[src/rtl/eth_rmii_pkg.sv]
// rtl/eth_rmii_pkg.sv - shared RMII receive encodings, CRC constants and gray helper
package eth_rmii_pkg;

  typedef enum logic [2:0] {
    S_IDLE  = 3'd0,
    S_PRE   = 3'd1,
    S_BODY  = 3'd2,
    S_EOF   = 3'd3,
    S_DROP  = 3'd4,
    S_FLUSH = 3'd5,
    S_WAIT  = 3'd6
  } rx_state_t;

  localparam logic [1:0]  PREAMBLE_DIBIT = 2'b01;
  localparam logic [1:0]  SFD_DIBIT      = 2'b11;
  localparam logic [31:0] CRC32_INIT     = 32'hFFFF_FFFF;
  localparam logic [31:0] CRC32_RESIDUE  = 32'hC704_DD7B;
  localparam logic [31:0] CRC32_POLY     = 32'h04C1_1DB7;

  function automatic logic [15:0] my_bin2gray(input logic [15:0] bin);
    return bin ^ (bin >> 1);
  endfunction

endpackage

[src/rtl/crc32_d8.sv]
// rtl/crc32_d8.sv - combinational Ethernet CRC-32 step for one byte, data bits fed LSB first
module crc32_d8
  import eth_rmii_pkg::*;
(
  input  logic [31:0] crc,
  input  logic [7:0]  data,
  output logic [31:0] crc_next
);

  logic [31:0] c;

  // MSB-first register with LSB-first data: holds the bit-reversed reflected CRC,
  // so a good frame leaves C704DD7B.
  always_comb begin
    c = crc;
    for (int i = 0; i < 8; i++) begin
      c = {c[30:0], 1'b0} ^ ((c[31] ^ data[i]) ? CRC32_POLY : 32'h0);
    end
    crc_next = c;
  end

endmodule

[src/rtl/rmii_rx.sv]
// rtl/rmii_rx.sv - RMII 100 Mbps receive: preamble strip, byte assembly, FCS/length check, FIFO write
module rmii_rx
  import eth_rmii_pkg::*;
#(
  parameter int MIN_LEN = 64,
  parameter int MAX_LEN = 1522
) (
  input  logic        REF_CLK,
  input  logic        arst,
  input  logic        RXD0,
  input  logic        RXD1,
  input  logic        CRS_DV,
  input  logic        fifo_full,
  output logic        fifo_wren,
  output logic [7:0]  fifo_din,
  output logic        fifo_EOD_in,
  output logic        fifo_ERR_in,
  output logic [15:0] succ_rx_count_gray,
  output logic [15:0] fail_rx_count_gray
);

  localparam logic [10:0] MIN_L = 11'(MIN_LEN);
  localparam logic [10:0] MAX_L = 11'(MAX_LEN);

  rx_state_t   state, state_n;
  logic        s1_crs;
  logic [1:0]  s1_dibit;
  logic [1:0]  dib_cnt;
  logic [5:0]  byte_lo;
  logic [31:0] crc, crc_next;
  logic [10:0] len, len_inc;
  logic [7:0]  hold, new_byte;
  logic        hold_v, wrote_any;
  logic [15:0] succ_cnt, fail_cnt, succ_nx, fail_nx;

  logic dv, carrier_end, frame_good;
  logic wr, wr_eod, wr_err, start, take, commit, succ_inc, fail_inc;
  logic [7:0] wr_din;

  // A low s1.CRS_DV followed by a high live CRS_DV is the end-of-frame toggle: still data.
  assign dv          = s1_crs | CRS_DV;
  assign carrier_end = ~s1_crs & ~CRS_DV;
  assign new_byte    = {s1_dibit, byte_lo};
  assign len_inc     = (len == 11'h7FF) ? len : len + 11'd1;
  assign frame_good  = (crc == CRC32_RESIDUE) && (len >= MIN_L) && (len <= MAX_L) && (dib_cnt == 2'd0);
  assign succ_nx     = succ_cnt + {15'd0, succ_inc};
  assign fail_nx     = fail_cnt + {15'd0, fail_inc};

  crc32_d8 u_crc (
    .crc      (crc),
    .data     (new_byte),
    .crc_next (crc_next)
  );

  always_ff @(posedge REF_CLK or posedge arst) begin
    if (arst) state <= S_IDLE;
    else      state <= state_n;
  end

  always_comb begin
    state_n  = state;
    wr       = 1'b0;
    wr_din   = hold;
    wr_eod   = 1'b0;
    wr_err   = 1'b0;
    start    = 1'b0;
    take     = 1'b0;
    commit   = 1'b0;
    succ_inc = 1'b0;
    fail_inc = 1'b0;
    case (state)
      S_IDLE: if (s1_crs) state_n = (s1_dibit == PREAMBLE_DIBIT) ? S_PRE : S_WAIT;
      S_PRE: begin
        if (carrier_end) state_n = S_IDLE;
        else if (dv && s1_dibit == SFD_DIBIT) begin
          state_n = S_BODY;
          start   = 1'b1;
        end else if (dv && s1_dibit != PREAMBLE_DIBIT) state_n = S_WAIT;
      end
      S_BODY: begin
        if (carrier_end) state_n = hold_v ? S_EOF : S_IDLE;
        else if (dv) begin
          take = 1'b1;
          if (dib_cnt == 2'd3) begin
            if (len >= MAX_L || (hold_v && fifo_full)) state_n = S_DROP;
            else begin
              commit = 1'b1;
              wr     = hold_v;
            end
          end
        end
      end
      S_EOF: if (!fifo_full) begin
        wr       = 1'b1;
        wr_eod   = 1'b1;
        wr_err   = ~frame_good;
        succ_inc = frame_good;
        fail_inc = ~frame_good;
        state_n  = S_IDLE;
      end
      S_DROP: if (carrier_end) state_n = S_FLUSH;
      S_FLUSH: begin
        if (!wrote_any) begin
          fail_inc = 1'b1;
          state_n  = S_IDLE;
        end else if (!fifo_full) begin
          wr       = 1'b1;
          wr_din   = 8'h00;
          wr_eod   = 1'b1;
          wr_err   = 1'b1;
          fail_inc = 1'b1;
          state_n  = S_IDLE;
        end
      end
      S_WAIT: if (carrier_end) state_n = S_IDLE;
      default: state_n = S_WAIT;
    endcase
  end

  always_ff @(posedge REF_CLK or posedge arst) begin
    if (arst) begin
      s1_crs             <= 1'b0;
      s1_dibit           <= 2'b00;
      dib_cnt            <= 2'd0;
      byte_lo            <= 6'd0;
      crc                <= 32'd0;
      len                <= 11'd0;
      hold               <= 8'd0;
      hold_v             <= 1'b0;
      wrote_any          <= 1'b0;
      succ_cnt           <= 16'd0;
      fail_cnt           <= 16'd0;
      fifo_wren          <= 1'b0;
      fifo_din           <= 8'd0;
      fifo_EOD_in        <= 1'b0;
      fifo_ERR_in        <= 1'b0;
      succ_rx_count_gray <= 16'd0;
      fail_rx_count_gray <= 16'd0;
    end else begin
      s1_crs      <= CRS_DV;
      s1_dibit    <= {RXD1, RXD0};
      fifo_wren   <= wr;
      fifo_EOD_in <= wr_eod;
      fifo_ERR_in <= wr_err;
      if (wr) fifo_din <= wr_din;
      if (wr) wrote_any <= 1'b1;
      if (start) begin
        dib_cnt   <= 2'd0;
        crc       <= CRC32_INIT;
        len       <= 11'd0;
        hold_v    <= 1'b0;
        wrote_any <= 1'b0;
      end
      if (take) begin
        dib_cnt <= dib_cnt + 2'd1;
        case (dib_cnt)
          2'd0:    byte_lo[1:0] <= s1_dibit;
          2'd1:    byte_lo[3:2] <= s1_dibit;
          2'd2:    byte_lo[5:4] <= s1_dibit;
          default: ;
        endcase
      end
      if (commit) begin
        crc    <= crc_next;
        len    <= len_inc;
        hold   <= new_byte;
        hold_v <= 1'b1;
      end
      succ_cnt           <= succ_nx;
      fail_cnt           <= fail_nx;
      succ_rx_count_gray <= my_bin2gray(succ_nx);
      fail_rx_count_gray <= my_bin2gray(fail_nx);
    end
  end

endmodule

[config.mk]
export PLATFORM = sky130hd
export DESIGN_NAME = rmii_rx
export DESIGN_NICKNAME = d
export VERILOG_FILES = /design/src/rtl/eth_rmii_pkg.sv /design/src/rtl/crc32_d8.sv /design/src/rtl/rmii_rx.sv
export SDC_FILE = /design/constraint.sdc
export NUM_CORES = 1
export LEC_CHECK = 0
export ABC_CLOCK_PERIOD_IN_PS = 4800
export CORE_UTILIZATION = 45
export CTS_CLUSTER_SIZE = 8
export DETAILED_ROUTE_END_ITERATION = 10
export GPL_TIMING_DRIVEN = 0
export SYNTH_ARGS = -nofsm -noshare
export SYNTH_HDL_FRONTEND = slang
export SYNTH_HIERARCHICAL = 1
export SYNTH_SLANG_ARGS = --single-unit
[constraint.sdc]
create_clock -name REF_CLK -period 4.8 [get_ports REF_CLK]
set_input_delay 0.48 -clock REF_CLK [delete_from_list [all_inputs] [get_ports REF_CLK]]
set_output_delay 0.48 -clock REF_CLK [all_outputs]
set_load 0.005 [all_outputs]
==> results of run 1 <==
## cell usage in the layout (no fill, tap or decap), types with 5 or more instances in the layout
| cell type | n |
|---|---|
| dfrtp_1 | 140 |
| and4_1 | 5 |
| clkdlybuf4s50_1 | 48 |
| xnor2_1 | 58 |
| nand4b_1 | 7 |
| mux2_4 | 8 |
| nand2_1 | 39 |
| buf_4 | 5 |
| xor2_1 | 40 |
| xnor2_4 | 8 |
| ha_1 | 10 |
| a21oi_2 | 16 |
| mux2_2 | 6 |
| nor3_1 | 10 |
| clkbuf_1 | 16 |
| nand3_1 | 24 |
| a21oi_1 | 28 |
| nor2_1 | 85 |
| xnor3_1 | 7 |
| inv_1 | 27 |
| nor4_1 | 6 |
| a22o_1 | 8 |
| clkbuf_16 | 17 |
| o21ai_0 | 8 |
| xor3_1 | 8 |
| nand4_1 | 11 |
## path summary, 6_finish.rpt
| path | start | end | slack, ns | depth (start not counted) |
|---|---|---|---|---|
| setup / recovery | dib_cnt[0] | succ_rx_count_gray[11] | 1.14 | 13 |
| hold / removal | RXD1 | s1_dibit[1] | 0.49 | 1 |
| setup reg to reg | dib_cnt[0] | succ_rx_count_gray[11] | 1.14 | 13 |
| hold reg to reg | hold[5] | fifo_din[5] | 0.50 | 1 |
| max in group asynchronous | arst | byte_lo[4] | 3.48 | 3 |
| min in group asynchronous | arst | fail_rx_count_gray[1] | 0.59 | 2 |
## critical path, delay by kind of cell, from the launching register on
kind,cells,cell delay [ns]
buf+inv,3,0.81
simple gates,3,0.84
flops,1,0.43
compound gates,3,0.70
xor+xnor,1,0.17
fa+ha+maj,3,0.63
## metal layers
layer | vias up | global-route usage | routed length (um)
met5 | - | 0 | 0
met4 | 0 | 0.0752 | 240
met3 | 16 | 0.0443 | 539
met2 | 105 | 0.304 | 6760
met1 | 2330 | 0.252 | 6870
li1 | 2379 | - | -
## sequential cells by signal, summed over array words and instances (netlist names)
signal and count:
byte_lo 6, crc 32, dib_cnt 2, fail_cnt 16, fail_rx_count_gray 15, fifo_EOD_in 1, fifo_ERR_in 1, fifo_din 8
fifo_wren 1, hold 8, hold_v 1, len 11, s1_crs 1, s1_dibit 2, state 3, succ_cnt 16
succ_rx_count_gray 15, wrote_any 1
## cell usage after synthesis (3+ instances only)
master	number
a31oi_1	3
mux2_2	6
nor2_1	85
xor2_1	40
and3_1	4
buf_2	3
xnor2_2	3
or3_1	4
a21oi_2	16
buf_4	5
mux2_4	8
o21ai_0	8
nor3b_1	4
xnor3_1	7
o21ai_1	4
clkbuf_1	15
xnor2_4	8
and4_1	5
nand2_1	39
a21oi_1	28
nand4_1	11
nand4b_1	7
nor2b_1	3
ha_1	10
nand2b_1	4
nor3_1	10
a22o_1	8
buf_6	3
a211oi_1	4
nand3_1	24
nor4_1	6
inv_1	28
xor3_1	8
dfrtp_1	140
xnor2_1	58
## cell families (layout without fill, tap and decap cells)
family,Yosys count,in the layout,synth area share
compound gates,91,91,0.0874
fa+ha+maj,10,10,0.0169
flops,140,140,0.473
xor+xnor,128,128,0.211
buf+inv,56,137,0.0367
simple gates,220,220,0.148
mux,15,15,0.0267
## power groups by stage
stage                     combinational (W)  clock [W]  sequential [W]
final                               0.00318    0.00141         0.00179
after global routing                0.00344    0.00150         0.00183
after CTS                           0.00319    0.00145         0.00179
after detailed placement            0.00316          0         0.00181
after global placement              0.00316          0         0.00180
after floorplan                     0.00267          0         0.00173
## metrics by stage
stage                      util  std cells  setup TNS [ns]  setup WS [ns]
after global routing      0.554        957               0          0.833
after floorplan               -        660               0          0.567
after CTS                 0.554        957               0           1.12
after detailed placement  0.513        925               0           1.09
after global placement    0.511        924         -187.46          -1.35
final                     0.554        957               0           1.14
## cell type report
class	count	area, um^2
clock buffer	20	457
fill	1404	7120
timing repair buffer	49	508
buffer	27	163
clock inverter	12	185
multi-input combinational	464	3630
inverter	29	114
tap	216	270
sequential	140	3500
==> metrics.txt, run 1 <==
status complete, no violations; final instance area 8830 um^2; maximum fanout along the worst path 10; CTS buffer count 17; global-route wire length before repair 24600 um; area leader, netlist dfrtp_1; slew margin rel. 0.492; GP Congestion between 0.8 and 0.9; switching part of the total 0.334; CP most frequent cell ha_1; pwr dens 723 nW/um^2; most used flip-flop cell after synthesis dfrtp_1; DRT iter0 DRCs 336; initial antenna violation count 0; clock tree buffer depth 2; required time of the worst setup path between 5 and 6 ns; clock sinks 140; pin count of the biggest net entering global routing 84; clock skew between 0.008 and 0.009 ns; Critical Path Max Stage Delay approximately 0.43 ns; Root Driver clkbuf_16; Yosys warnings 6; Synth Instances 660; hold buffers post-CTS 0; io pins a little under 50; smallest hold slack between 0.4 and 0.5 ns; CP Cell Sequence inv_1 -> ha_1 -> nand4b_1 -> nor4_1 -> o2111ai_1 -> nor3_1 -> ha_1 -> ha_1 -> clkbuf_1 -> clkbuf_1 -> a21oi_1 -> o32ai_1 -> xnor2_1; maximum capacitance violations 0; Pre-Repair DR Iteration Count 5; Initial Util 0.464; Placeable Area between 15000 and 20000 um^2; P_leak roughly 4 nW; P&R area growth vs syn 19.3%; sequential area share after synthesis 0.473; Via density ~5; CTS clk-pin slew, worst paths 0.06 ns; DR WL/cell 15.1 um; layout cells sized above 1 0.138; Max Clock Freq between 200 and 300 MHz; Async S/R FF share, synth 1.00; Layout Nets 744; buffers inserted by post-CTS timing repair 0; Synth area leaders dfrtp_1 47%, xnor2_1 6.9%, xor2_1 4.7%, nor2_1 4.3%, xnor2_4 3.0%; Routed Antenna Nets 0; H-Tree Depth 4; Die Y 130 um; Die Width 130 um; gr usage total 0.191; NetSw 0.00213 W; crit path time final 3.66 ns; DP HPWL ~10000 um; final slew viol count 0; placed cell area 8180 um^2; Yosys top cell area share 0.473; vias post-DR 4830; clock share of power 0.221; DRC 0; unrepaired setup endpoints after global routing no; Post-CTS Resized 0; kind of critical path reg2reg; total routed wirelength around 14000 um; CTS tree yes; mapped cell area 7400 um^2; Mapped Nets 676; Critical Path Start Type flip-flop; Syn Area/Cell 11.2 um^2; worst skew pair latency 0.42 ns; Netlist cell types 69; Rows 46; worst hold path type in2reg; final worst-path cycle share 0.763; Port Buffer Count 48; total congestion overflow 0; Final Hold Viols 0; # diodes 0; crit path DAT 3.99 ns; die area 17000 um^2; Design Power 0.00638 W; flops & latches, synth 140; Peak supply drop 0.497 mV; Final setup viols 0; Internal 0.00425 W; combinational fraction of design power 0.498; worst slew pin tran 0.758 ns; sequential share of power 0.281; number of enable flip-flop cells after synthesis 0; vias in the first global route roughly 4900; Worst Setup End Kind flip-flop; Worst path slowest cell dfrtp_1
(Power assumes the default switching activity.)
==> run 2: changes to the inputs <==
Settings changed: ABC_CLOCK_PERIOD_IN_PS 4800 to 3240, PLACE_DENSITY set to 0.66.
Clock period 4.8 ns to 3.24 ns, I/O delays scaled along.
==> metrics.txt, run 2 (synthesized netlist as in run 1, its figures left out) <==
layout cells sized above 1 0.150 (was 0.138); # diodes 0 (unchanged); # placed instances 927 (was 925); Largest regs crc: 32 flops, fail_cnt: 16 flops, succ_cnt: 16 flops (unchanged); DRT iter0 DRCs 228 (was 336); clock tree buffer depth 2 (unchanged); Layout Nets 744 (unchanged); clock share of power 0.187 (was 0.221); most frequent cells in the layout 140 x dfrtp_1, 85 x nor2_1, 58 x xnor2_1, 48 x clkdlybuf4s50_1, 39 x nand2_1 (was 140 x dfrtp_1, 85 x nor2_1, 58 x xnor2_1, 48 x clkdlybuf4s50_1, 40 x xor2_1); Multi-input gate area 3680 um^2 (was 3630 um^2); Critical Path Max Stage Delay 0.57 ns (was 0.43 ns); fill count 1374 (was 1404); unrepaired setup endpoints after global routing no (unchanged); Max Clock Freq 333 MHz (was 273 MHz); Worst Setup End Kind flip-flop (unchanged); GP Congestion 0.881 (was 0.862); crit path DAT 3.30 ns (was 3.99 ns); NetSw 0.00317 W (was 0.00213 W); clock skew 0.00919 ns (was 0.00816 ns); gr usage total 0.185 (was 0.191); CP Cell Sequence or4_4 -> nor3_4 -> o2111ai_2 -> nor3_1 -> ha_1 -> ha_1 -> clkbuf_2 -> nand3_1 -> nand4_1 -> nand3_1 -> xnor2_1 (was inv_1 -> ha_1 -> nand4b_1 -> nor4_1 -> o2111ai_1 -> nor3_1 -> ha_1 -> ha_1 -> clkbuf_1 -> clkbuf_1 -> a21oi_1 -> o32ai_1 -> xnor2_1); smallest hold slack 0.282 ns (was 0.495 ns); fin cells 954 (was 957); Die Y 130 um (unchanged); DRC 0 (unchanged); Port Buffer Count 48 (unchanged); Placeable Area 15900 um^2 (unchanged); Routed Antenna Nets 0 (unchanged); Final Hold Viols 0 (unchanged); worst skew pair latency 0.42 ns (about the same); maximum capacitance violations 0 (unchanged); sequential share of power 0.290 (was 0.281); kind of critical path reg2reg (unchanged); total routed wirelength 14500 um (was 14400 um); Root Driver clkbuf_16 (unchanged); register area 3500 um^2 (unchanged); max reg flops 32 (unchanged); worst hold path type in2async (was in2reg); CTS tree yes (unchanged); global-route wire length before repair 24100 um (was 24600 um); Worst path slowest cell or4_4 (was dfrtp_1); CTS clk-pin slew, worst paths 0.06 ns (about the same); status complete, no violations (unchanged); total congestion overflow 0 (unchanged); final slew viol count 0 (unchanged); initial antenna violation count 0 (unchanged); required time of the worst setup path 3.54 ns (was 5.13 ns); Largest Register crc (unchanged); Critical Path Start Type flip-flop (unchanged); CP top delay family simple AND/OR/NAND/NOR gates (unchanged); most common cell after layout, fill and taps aside dfrtp_1 (unchanged); vias in the first global route 4829 (was 4895); CTS buffer count 17 (unchanged); Pre-Repair DR Iteration Count 5 (unchanged); worst slew pin tran 0.721 ns (was 0.758 ns); CP bufs+invs 1 (was 3); H-Tree Depth 4 (unchanged); Via density 5.17 (was 5.05); r2r setup slk 0.24 ns (was 1.14 ns); die area 17000 um^2 (unchanged); final instance area 8780 um^2 (was 8830 um^2); maximum fanout along the worst path 10 (unchanged); crit path time final 3.00 ns (was 3.66 ns); Die Width 130 um (unchanged); P&R area growth vs syn 18.7% (was 19.3%); P_leak 4.02 nW (was 4.05 nW); Rows 46 (unchanged); final worst-path cycle share 0.926 (was 0.763); switching part of the total 0.348 (was 0.334); pin count of the biggest net entering global routing 45 (was 84); Final setup viols 0 (unchanged); DP HPWL 10500 um (was 10100 um); pwr dens 1040 nW/um^2 (was 723 nW/um^2); Internal 0.00595 W (was 0.00425 W); Initial Util 0.464 (unchanged); buffers inserted by post-CTS timing repair 0 (unchanged); DR WL/cell 15.2 um (was 15.1 um); slew margin rel. 0.515 (was 0.492); placed cell area 8220 um^2 (was 8180 um^2); Peak supply drop 0.784 mV (was 0.497 mV); combinational fraction of design power 0.523 (was 0.498); vias post-DR 4933 (was 4830); io pins 49 (unchanged); clock sinks 140 (unchanged)
run 2: area by class of cell:
type,instances,area share
Buffer,25,0.0178
Clock buffer,19,0.0504
Clock inverter,10,0.00812
Inverter,29,0.0128
Multi-Input combinational cell,464,0.420
Sequential cell,140,0.399
Tap cell,216,0.0308
Timing Repair Buffer,51,0.0615
run 2: worst paths after layout:
path                         start                endpoint  depth (start not counted)
setup / recovery           crc[19]  succ_rx_count_gray[12]                         11
hold / removal                arst   succ_rx_count_gray[3]                          2
setup reg to reg           crc[19]  succ_rx_count_gray[12]                         11
hold reg to reg            hold[2]             fifo_din[2]                          1
max in group asynchronous     arst            fail_cnt[10]                          4
min in group REF_CLK          RXD1             s1_dibit[1]                          1
run 2: routing by layer:
layer	part of all wire	global-route usage	vias up
li1	-	-	2385
met1	0.44	0.237	2397
met2	0.50	0.309	120
met3	0.043	0.0431	31
met4	0.019	0.0629	0
met5	0	0	-
run 2: power groups by stage:
stage | clock, W | combinational, W | sequential (W)
global placement | 0 | 0.00470 | 0.00266
floorplan | 0 | 0.00395 | 0.00256
finish | 0.00170 | 0.00477 | 0.00265
detailed placement | 0 | 0.00473 | 0.00268
global route | 0.00181 | 0.00515 | 0.00272
CTS | 0.00174 | 0.00479 | 0.00265
run 2: metrics by stage:
step	power [W]	worst slack [ns]	util	TNS [ns]
after global routing	0.00967	0.00773	0.551	0
after CTS	0.00918	0.0420	0.551	0
final	0.00913	0.240	0.551	0
after floorplan	0.00652	0.438	-	0
after detailed placement	0.00740	-0.229	0.515	-2.85
after global placement	0.00736	-0.222	0.512	-7.86
run 2: repair_timing:
action / CTS / global route
pin swaps: 3 / 1
endpoints found under the setup margin: 23 / 15
gates resized for setup: 10 / 2
hold buffers: 0 / 0
==> run 3: changes to the inputs <==
Settings changed: CAP_MARGIN set to 30.
==> metrics.txt, run 3 (synthesized netlist as in run 1, its figures left out) <==
Critical Path Start Type flip-flop (unchanged); worst slew pin tran 0.721 ns (unchanged); GP Congestion 0.881 (unchanged); status complete, no violations (unchanged); Worst R2R End succ_rx_count_gray[12] (unchanged); DRT iter0 DRCs 228 (unchanged); clock skew 0.00919 ns (unchanged); total routed wirelength 14500 um (unchanged); Final Hold Viols 0 (unchanged); Max Clock Freq 333 MHz (unchanged); Critical Path Source crc[19] (unchanged); global-route wire length before repair 24100 um (unchanged); Die Width 130 um (unchanged); DR WL/cell 15.2 um (unchanged); die area 17000 um^2 (unchanged); most common cell after layout, fill and taps aside dfrtp_1 (unchanged); Final setup viols 0 (unchanged); # diodes 0 (unchanged); DP HPWL 10500 um (unchanged); pin count of the biggest net entering global routing 45 (unchanged); vias post-DR 4933 (unchanged); Design Power 0.00913 W (unchanged); crit path DAT 3.30 ns (about the same); layout cells sized above 1 0.150 (unchanged); Pre-Repair DR Iteration Count 5 (unchanged); kind of critical path reg2reg (unchanged); Worst R2R Path Depth 11 (unchanged); Worst Setup End Kind flip-flop (unchanged); initial antenna violation count 0 (unchanged); crit path time final 3.00 ns (unchanged); reg2reg start crc[19] (unchanged); H-Tree Depth 4 (unchanged); CTS tree yes (unchanged); Routed Antenna Nets 0 (unchanged); maximum fanout along the worst path 10 (unchanged); Initial Util 0.464 (unchanged); Placeable Area 15900 um^2 (unchanged); clock tree buffer depth 2 (unchanged); P&R area growth vs syn 18.7% (unchanged); worst skew pair latency 0.42 ns (about the same); slew margin rel. 0.515 (unchanged); gr usage total 0.185 (unchanged); final worst-path cycle share 0.926 (unchanged); worst hold path type in2async (unchanged); total congestion overflow 0 (unchanged); fin cells 954 (unchanged); Peak supply drop 0.784 mV (unchanged); unrepaired setup endpoints after global routing no (unchanged); most frequent cells in the layout 140 x dfrtp_1, 85 x nor2_1, 58 x xnor2_1, 48 x clkdlybuf4s50_1, 39 x nand2_1 (unchanged); clock sinks 140 (unchanged); hold buffers post-CTS 0 (unchanged); maximum capacitance violations 0 (unchanged); Via density 5.17 (unchanged); final slew viol count 0 (unchanged); fill count 1374 (unchanged); Port Buffer Count 48 (unchanged); Layout Nets 744 (unchanged); CTS clk-pin slew, worst paths 0.06 ns (about the same); DRC 0 (unchanged); pwr dens 1040 nW/um^2 (unchanged); required time of the worst setup path 3.54 ns (about the same); Rows 46 (unchanged); max reg flops 32 (unchanged); Root Driver clkbuf_16 (unchanged); Largest regs crc: 32 flops, fail_cnt: 16 flops, succ_cnt: 16 flops (unchanged); P_leak 4.02 nW (unchanged); io pins 49 (unchanged); Largest Register crc (unchanged); r2r setup slk 0.24 ns (about the same); # placed instances 927 (unchanged); Die Y 130 um (unchanged); vias in the first global route 4829 (unchanged); CTS buffer count 17 (unchanged)
## run 3: cell counts in the layout (fill, tap and decap cells not counted)
No cell type changed its count.
## run 3: through the flow
stage                     TNS [ns]  hold WS, ns  cell area [um^2]  utilization  setup slack [ns]
after global routing             0        0.318              8780        0.551           0.00773
final                            0        0.282              8780        0.551             0.240
after CTS                        0        0.291              8780        0.551            0.0420
after global placement       -7.86        0.484              8160        0.512            -0.222
after detailed placement     -2.85        0.485              8220        0.515            -0.229
after floorplan                  0        0.355              7400            -             0.438
## run 3: final cells by class
type | count | area (um^2) | area share
tap | 216 | 270 | 0.0308
clock buffer | 19 | 443 | 0.0504
multi-input combinational | 464 | 3680 | 0.420
buffer | 25 | 156 | 0.0178
sequential | 140 | 3500 | 0.399
inverter | 29 | 113 | 0.0128
clock inverter | 10 | 71.3 | 0.00812
timing repair buffer | 51 | 541 | 0.0615
## run 3: repair_timing
action	4_1_cts	5_1_grt
setup endpoints to repair	23	15
gates resized for setup	10	2
endpoints found under the hold margin	0	0
pin swaps	3	1
setup buffers	0	0
## run 3: worst max-delay path, cell delays in order (launching register included)
cell and delay, ns:
dfrtp_1 0.40, or4_4 0.57, nor3_4 0.17, o2111ai_2 0.20, nor3_1 0.19, ha_1 0.21, ha_1 0.34, clkbuf_2 0.28
nand3_1 0.12, nand4_1 0.12, nand3_1 0.12, xnor2_1 0.15
## run 3: worst max path at each step
stage	slack, ns	end	depth (start not counted)
after global routing	0.008	succ_rx_count_gray[11]	12
after global placement	-0.22	succ_rx_count_gray[11]	11
after floorplan	0.44	fail_rx_count_gray[9]	12
final	0.24	succ_rx_count_gray[12]	11
after CTS	0.04	fail_rx_count_gray[12]	12
after detailed placement	-0.23	fail_rx_count_gray[12]	12
## run 3: metal layers
layer  part of all wire  up-vias  wire, um  GRT usage
li1                   -     2385         -          -
met1               0.44     2397      6380      0.237
met2               0.50      120      7240      0.309
met3              0.043       31       617     0.0431
met4              0.019        0       278     0.0629
met5                  0        -         0          0
## run 3: report_power, final
| part | total (W) | switching, W | internal [W] | leakage, nW |
|---|---|---|---|---|
| combinational | 0.00477 | 0.00198 | 0.00280 | 1.97 |
| clock | 0.00170 | 0.000720 | 0.000982 | 0.243 |
| sequential | 0.00265 | 0.000475 | 0.00218 | 1.81 |
| total | 0.00913 | 0.00317 | 0.00595 | 4.02 |
